### src/rtl/class_switch_n.sv
// N-class switching layer: steers each word into one of 2**CLASS_BITS FIFOs by its top bits.
// Optional feature macro: CLASS_SWITCH_DROPCNT_EN builds per-class saturating drop counters.
module class_switch_n #(
   parameter  int DATA_SIZE  = 10,
   parameter  int CLASS_BITS = 1,
   parameter  int FIFO_DEPTH = 8,
   parameter  int AF_LEVEL   = 6,
   parameter  int AE_LEVEL   = 2,
   localparam int NUM_CLASS  = 2**CLASS_BITS
) (
   input  logic                           clk,
   input  logic                           reset,
   input  logic                           in_valid,
   input  logic [DATA_SIZE-1:0]           in,
   input  logic [NUM_CLASS-1:0]           pop,
   output logic [NUM_CLASS*DATA_SIZE-1:0] out_data,
   output logic [NUM_CLASS-1:0]           out_valid,
   output logic [NUM_CLASS-1:0]           fifo_empty,
   output logic [NUM_CLASS-1:0]           fifo_full,
   output logic [NUM_CLASS-1:0]           almost_empty,
   output logic [NUM_CLASS-1:0]           almost_full,
   output logic                           pause,
   output logic [NUM_CLASS-1:0]           fifo_error,
   output logic                           error,
   output logic [NUM_CLASS*8-1:0]         drop_count
);

   localparam int PW = $clog2(FIFO_DEPTH);
   localparam int CW = PW + 1;
   localparam logic [CW-1:0] DEPTH_C = CW'(FIFO_DEPTH);
   localparam logic [CW-1:0] AF_C    = CW'(AF_LEVEL);
   localparam logic [CW-1:0] AE_C    = CW'(AE_LEVEL);

   logic [CLASS_BITS-1:0] in_class;
   assign in_class = in[DATA_SIZE-1 -: CLASS_BITS];

   for (genvar i = 0; i < NUM_CLASS; i++) begin : g_class
      localparam logic [CLASS_BITS-1:0] CLS_ID = CLASS_BITS'(i);

      logic [DATA_SIZE-1:0] mem [FIFO_DEPTH];
      logic [PW-1:0]        wr_ptr, rd_ptr;
      logic [CW-1:0]        count;
      logic [DATA_SIZE-1:0] rd_data;
      logic                 rd_valid, err_q;
      logic                 is_empty, is_full, push_req, do_push, do_pop, drop, underflow;

      assign is_empty  = (count == '0);
      assign is_full   = (count == DEPTH_C);
      assign push_req  = in_valid && (in_class == CLS_ID);
      // A full FIFO still accepts a push when the same cycle frees a slot.
      assign do_push   = push_req && (!is_full || pop[i]);
      assign do_pop    = pop[i] && !is_empty;
      assign drop      = push_req && is_full && !pop[i];
      assign underflow = pop[i] && is_empty;

      // NOTE: synchronous reset -- reset is only sampled at the clock edge, so it sits inside the edge-triggered block.
      always_ff @(posedge clk) begin
         if (!reset) begin
            wr_ptr   <= '0;
            rd_ptr   <= '0;
            count    <= '0;
            rd_data  <= '0;
            rd_valid <= 1'b0;
            err_q    <= 1'b0;
         end else begin
            rd_valid <= do_pop;
            if (do_push) wr_ptr <= wr_ptr + 1'b1;
            if (do_pop) begin
               rd_ptr  <= rd_ptr + 1'b1;
               rd_data <= mem[rd_ptr];
            end
            case ({do_push, do_pop})
               2'b10:   count <= count + 1'b1;
               2'b01:   count <= count - 1'b1;
               default: count <= count;
            endcase
            if (drop || underflow) err_q <= 1'b1;
         end
      end

      // NOTE: the storage array has no reset; the pointers and count alone define which entries are live.
      always_ff @(posedge clk) begin
         if (do_push) mem[wr_ptr] <= in;
      end

      assign out_data[i*DATA_SIZE +: DATA_SIZE] = rd_data;
      assign out_valid[i]    = rd_valid;
      assign fifo_error[i]   = err_q;
      assign fifo_empty[i]   = is_empty;
      assign fifo_full[i]    = is_full;
      assign almost_full[i]  = (count >= AF_C);
      assign almost_empty[i] = (count <= AE_C);

`ifdef CLASS_SWITCH_DROPCNT_EN
      logic [7:0] drop_cnt;
      always_ff @(posedge clk) begin
         if (!reset)                          drop_cnt <= '0;
         else if (drop && drop_cnt != 8'hFF)  drop_cnt <= drop_cnt + 1'b1;
      end
      assign drop_count[i*8 +: 8] = drop_cnt;
`else
      assign drop_count[i*8 +: 8] = 8'h00;
`endif
   end

   assign pause = |almost_full;
   assign error = |fifo_error;

endmodule

### config.mk
export PLATFORM = sky130hd
export DESIGN_NAME = class_switch_n
export DESIGN_NICKNAME = d
export VERILOG_FILES = /design/src/rtl/class_switch_n.sv
export SDC_FILE = /design/constraint.sdc
export NUM_CORES = 1
export LEC_CHECK = 0
export CORE_ASPECT_RATIO = 0.9
export CORE_MARGIN = 2
export CORE_UTILIZATION = 36
export DETAILED_ROUTE_END_ITERATION = 8
export SYNTH_ARGS = -nofsm -noshare
export SYNTH_HDL_FRONTEND = slang
export SYNTH_SLANG_ARGS = --single-unit
export TNS_END_PERCENT = 20
### constraint.sdc
create_clock -name clk -period 7.3 [get_ports clk]
set_clock_uncertainty 0.05 [all_clocks]
set_input_delay 1.095 -clock clk [delete_from_list [all_inputs] [get_ports clk]]
set_output_delay 1.095 -clock clk [all_outputs]
set_load 0.005 [all_outputs]
# ---- After elaboration in Yosys (flattened, before gate mapping)
# Memories as Yosys holds them, arrays and structs flattened. A register that Yosys moved wholly into a read port is not among the register bits.
# Cells that the tools add are included.
# W data, S select, Z words.
dict set report word_totals {
  reg_bits 24
  mem_bits_rw 160
  in_bits 15
  output_inout_bits 50
  elab_cells 67
  mem_count 2
}
dict set report classes {
  n_addsub 8
  magnitude_cmp 4
  eq_ne 6
  n_mux 6
  bitwise 1
  reduce_logical 30
}
# memory words word_bits read_ports rd_clocked_by_memory_dff wr line_no
set mem_list {}
lappend mem_list {{g_class[0].mem} 8 10 1 1 1 40} ;# logic [DATA_SIZE-1:0] mem [FIFO_DEPTH];
lappend mem_list {{g_class[1].mem} 8 10 1 1 1 40}
# op count
set op_table {}
lappend op_table {{$pmux W4 S2} 2}
lappend op_table {{$add A3 B1 Y3 const B} 4}
lappend op_table {{$logic_and A1 B1 Y1} 12}
lappend op_table {{$add A4 B1 Y4 const B} 2}
lappend op_table {{$eq A4 B4 Y1 const B} 2}
lappend op_table {{$ge A4 B3 Y1 const B} 2}
lappend op_table {{$le A4 B2 Y1 const B} 2}
lappend op_table {{$logic_not A1 Y1} 8}
lappend op_table {{$logic_not A4 Y1} 2}
lappend op_table {{$sub A4 B1 Y4 const B} 2}
lappend op_table {{$eq A2 B1 Y1 const B} 2}
lappend op_table {{$eq A2 B2 Y1 const B} 2}
lappend op_table {{$logic_or A1 B1 Y1} 4}
lappend op_table {{$mux W1} 4}
lappend op_table {{$reduce_bool A2 Y1} 2}
lappend op_table {{$reduce_or A2 Y1} 2}
lappend op_table {{$not A1 Y1} 1}

# ---- Logic depth before layout (Yosys ltp)
dict set report logic_depth {
  word_depth 6
  depth_mapped 11
  depth_no_buf 10
}

# ---- Least setup slack after synthesis
# OpenSTA, ideal clock, no wires.
dict set report synth_path {
  path_kind {input-to-reg}
  from {input port pop[1]}
  to {register g_class[1].count[2]}
  setup_time_ps 76
  arrival_ps 2910
  required_time_ps 7174
  slack_ps 4265
  path_stages 10
  path_buffers 2
  path_cell_list {o41a_1 clkbuf_1 clkbuf_1 ha_1 xor2_1 ha_1 a21oi_1 xor2_1 or3_1 a21boi_0}
}
# item line_no
set synth_lines {}
lappend synth_lines {{start: declaration} 15} ;# input logic [NUM_CLASS-1:0] pop,
lappend synth_lines {{$logic_and A1 B1 Y1 (*)} 52} ;# assign do_pop = pop[i] && !is_empty;
lappend synth_lines {{named net g_class[1].do_pop} 45} ;# logic is_empty, is_full, push_req, do_push, do_pop, drop, underflow;
lappend synth_lines {{$eq A2 B1 Y1 / $eq A2 B2 Y1 (equally long branches)} 72} ;# case ({do_push, do_pop})
lappend synth_lines {{$pmux W4 S2 / $reduce_bool A2 Y1 (equally long branches)} -}
lappend synth_lines {{end signal: assignment} 73} ;# 2'b10: count <= count + 1'b1;
lappend synth_lines {{end signal: assignment} 74} ;# 2'b01: count <= count - 1'b1;
lappend synth_lines {{end signal: assignment} 75} ;# default: count <= count;
lappend synth_lines {{end: declaration} 42} ;# logic [CW-1:0] count;
# Mark *: on every way through the listed nets, which the timed path passes. The rest lies on a longest branch.
# A chain may end at the register's enable or synchronous reset.

# ---- Final worst setup path
dict set report layout_path {
  from {input port in[9]}
  to {register g_class[0].count[2]}
}
dict set report layout_via {
  elab_chain_len 5
}
# item line_no
set layout_lines {}
lappend layout_lines {{start: declaration} 14} ;# input logic [DATA_SIZE-1:0] in,
lappend layout_lines {{$not A1 Y1 (*)} 49} ;# assign push_req = in_valid && (in_class == CLS_ID);
lappend layout_lines {{$logic_and A1 B1 Y1 (*)} 49}
lappend layout_lines {{$logic_and A1 B1 Y1 (*)} 51} ;# assign do_push = push_req && (!is_full || pop[i]);
lappend layout_lines {{$eq A2 B1 Y1 / $eq A2 B2 Y1 (equally long branches)} 72}
lappend layout_lines {{$pmux W4 S2 / $reduce_bool A2 Y1 (equally long branches)} -}
lappend layout_lines {{end signal: assignment} 73}
lappend layout_lines {{end signal: assignment} 74}
lappend layout_lines {{end signal: assignment} 75}
lappend layout_lines {{end: declaration} 42}
# Mark *: on every way between the ends. The rest lies on a longest branch, timed or not.

==> out/metrics.cfg <==
[grt]
grt_max_degree=47
first_global_vias=4361
overflow=0
track_usage_pct=13.5
antenna_found_initial=0
grt_pass1_wl_mm=25.0

[cells_and_area]
fin_nets=571
syn2layout_area_growth_pct=18.1
fin_util_pct=43.0
drive_above_1_share_pct=17.3
fillerInstances=1978
antenna_cells=0

[worst_setup_path]
crit_cells=10
worstSetupPathType=input pin to flip-flop
critical_path.startpoint=in[9]
path_buf_inv=1
reg2reg_from=g_class[1].count[1]
r2r_end=g_class[1].count[2]
worst_path_max_delay_cell=clkdlybuf4s50_1
r2r_slack_ps=4560
cp-start-kind=input pin
worstSetupEndpoint=g_class[0].count[2]
cp_top_family=buffers and inverters
crit_fanout=20
crit_path_end_kind=flip-flop
crit_chain=clkdlybuf4s50_1 > nor2b_1 > o21ai_4 > ha_1 > xor2_1 > ha_1 > a21oi_1 > xor2_1 > or3_1 > a21boi_0
arrival_ps=3930
crit_required_ps=7670
reg2regPathDepth=8
max_stage_delay_ps=780

[route]
drt-wirelength-per-cell_um=18.4
post-route-drc-count=0
drtIter0Drc=317
wl_mm=15.8
drt_first_pass_iters=4
via_count=4289
ant_nets=0
vias_per_cell=4.99

[synth]
synth_area_sq_um=8160
synthCells=492
ys_types=44
postSynth.asyncResetShare_pct=0
synth_top_area_share_pct=58.9
synth_flop_cell=edfxtp_1
synth_edf_count=160
ys_ff_latch=204
yosysTopAreaCell=edfxtp_1
yosys_warnings=0
seq_area_frac_synth_pct=69.7
synth.area.top_cells=edfxtp_1, mux4_2, dfxtp_1, buf_4, ha_1
postSynthAreaPerCell_sq_um=16.6

[cts]
cts_tree=done
clockBufferDepth=3
cts-root-buf=clkbuf_16
cts_setup_buffers=0
htreeDepth=1
clk_latency_ps=500
clk_pin_slew_ps=60
cts.sinks=204
numCtsBuffers=22
cts_resized=0
cts_hold_buf=0

[floorplanning]
start_util_pct=36.4
die_h_um=147
die_w_um=163
rows=52
die_area_sq_um=23900
ios=65
core_area_sq_um=22400

[sta]
final_hold_viol_count=0
maxSlewViolCount=0
min_period_over_period_pct=48.7
worst-slew-pin-transition_ps=1110
final.setup.tns_ps=0
rsz0062_at_grt=no
max_freq_mhz=281
max-slew-margin-rel_pct=25.6
min_period_ps=3560
setup_viol=0

[status]
status=completed

[power_and_ir_drop]
p_leak_nw=3.17
peakVddDrop_mv=0.178
power.density_nw_per_um2=344
total_power_mw=3.32

[placed_design]
port_buffers=48
gp_congestion=0.770
dp_hpwl_mm=10.0

[worst_hold_path]
hold_class=flip-flop to flip-flop

[run]
maxCapViolations=0

## cell usage after synthesis (all sizes together), types with 9 or more instances
cell	n
o22ai	20
nand2	20
dfxtp	44
nor2b	9
edfxtp	160
buf	34
ha	10
o21ai	24
and2	11
nor2	30
clkbuf	14
mux4	40
## cell families after synthesis
| group | count (synthesis) | share of synthesized area (%) |
|---|---|---|
| flip-flops | 204 | 69.7 |
| multiplexers | 47 | 11.9 |
| adder cells (fa/ha/maj) | 10 | 1.53 |
| AO/OA/AOI/OAI | 66 | 5.28 |
| other | 1 | 0.0460 |
| buffers and inverters | 51 | 3.82 |
| AND/OR/NAND/NOR | 100 | 6.32 |
| XOR/XNOR | 13 | 1.40 |
## worst min path at each step
stage                startpoint  cells after the start          endpoint
2_1_floorplan  g_class[0].err_q                      1  g_class[0].err_q
3_3_place_gp   g_class[0].err_q                      1  g_class[0].err_q
3_5_place_dp   g_class[1].err_q                      1  g_class[1].err_q
4_1_cts        g_class[1].err_q                      1  g_class[1].err_q
5_1_grt        g_class[1].err_q                      1  g_class[1].err_q
6_report       g_class[1].err_q                      1  g_class[1].err_q
## final cells by class
type	instances	area [sq um]	area share, %
well taps	297	372	3.86
clock inverters	8	101	1.05
flip-flops and latches	204	5690	59.0
repair buffers	63	593	6.16
multi-input cells	252	2230	23.2
inverters	3	16.3	0.169
clock buffers	32	628	6.52
## cells in the final DEF, fill, tap and decap left out, types with 3 or more instances in the layout
cell type and count:
a21oi_1 5, clkdlybuf4s50_1 48, or3_1 4, o21a_1 3
conb_1 16, clkbuf_1 6, buf_4 15, and2_1 11
nor2b_1 9, nor3b_1 3, xnor2_1 7, xor2_1 6
nand2_1 20, mux2i_1 7, dfxtp_1 44, o21ai_0 23
o211ai_1 3, edfxtp_1 160, o22ai_1 20, clkbuf_16 22
nand2b_1 5, nor2_1 30, clkbuf_8 4, clkinv_2 5
mux4_2 40, ha_1 10, nor3_1 7
## routing by layer
layer	up-vias	wire length [um]	GRT usage, %
li1	1985	-	-
met1	2177	7340	19.5
met2	103	7500	21.1
met3	24	609	2.23
met4	0	373	4.25
met5	-	0	0
## through the flow
stage	hold slack [ps]	instance area [sq um]	setup WS [ps]	cells
2_1_floorplan	405	8210	4260	507
3_5_place_dp	428	8900	3240	819
6_report	435	9630	3740	859
4_1_cts	442	9630	3750	859
3_3_place_gp	416	8900	3310	819
5_1_grt	475	9630	3510	859
## power breakdown
group | total, mW | internal (mW) | switching, mW
Combinational | 0.772 | 0.419 | 0.353
Clock | 1.11 | 0.669 | 0.437
Sequential | 1.44 | 1.35 | 0.0886
Total | 3.32 | 2.44 | 0.878
## sequential cells by signal (all words and copies together), names as in the netlist
signal and cells:
g_class.rd_valid 2, g_class.rd_ptr 6, g_class.rd_data 20, g_class.wr_ptr 6, g_class.count 8, g_class.mem 160
g_class.err_q 2
(Power assumes the default switching activity.)
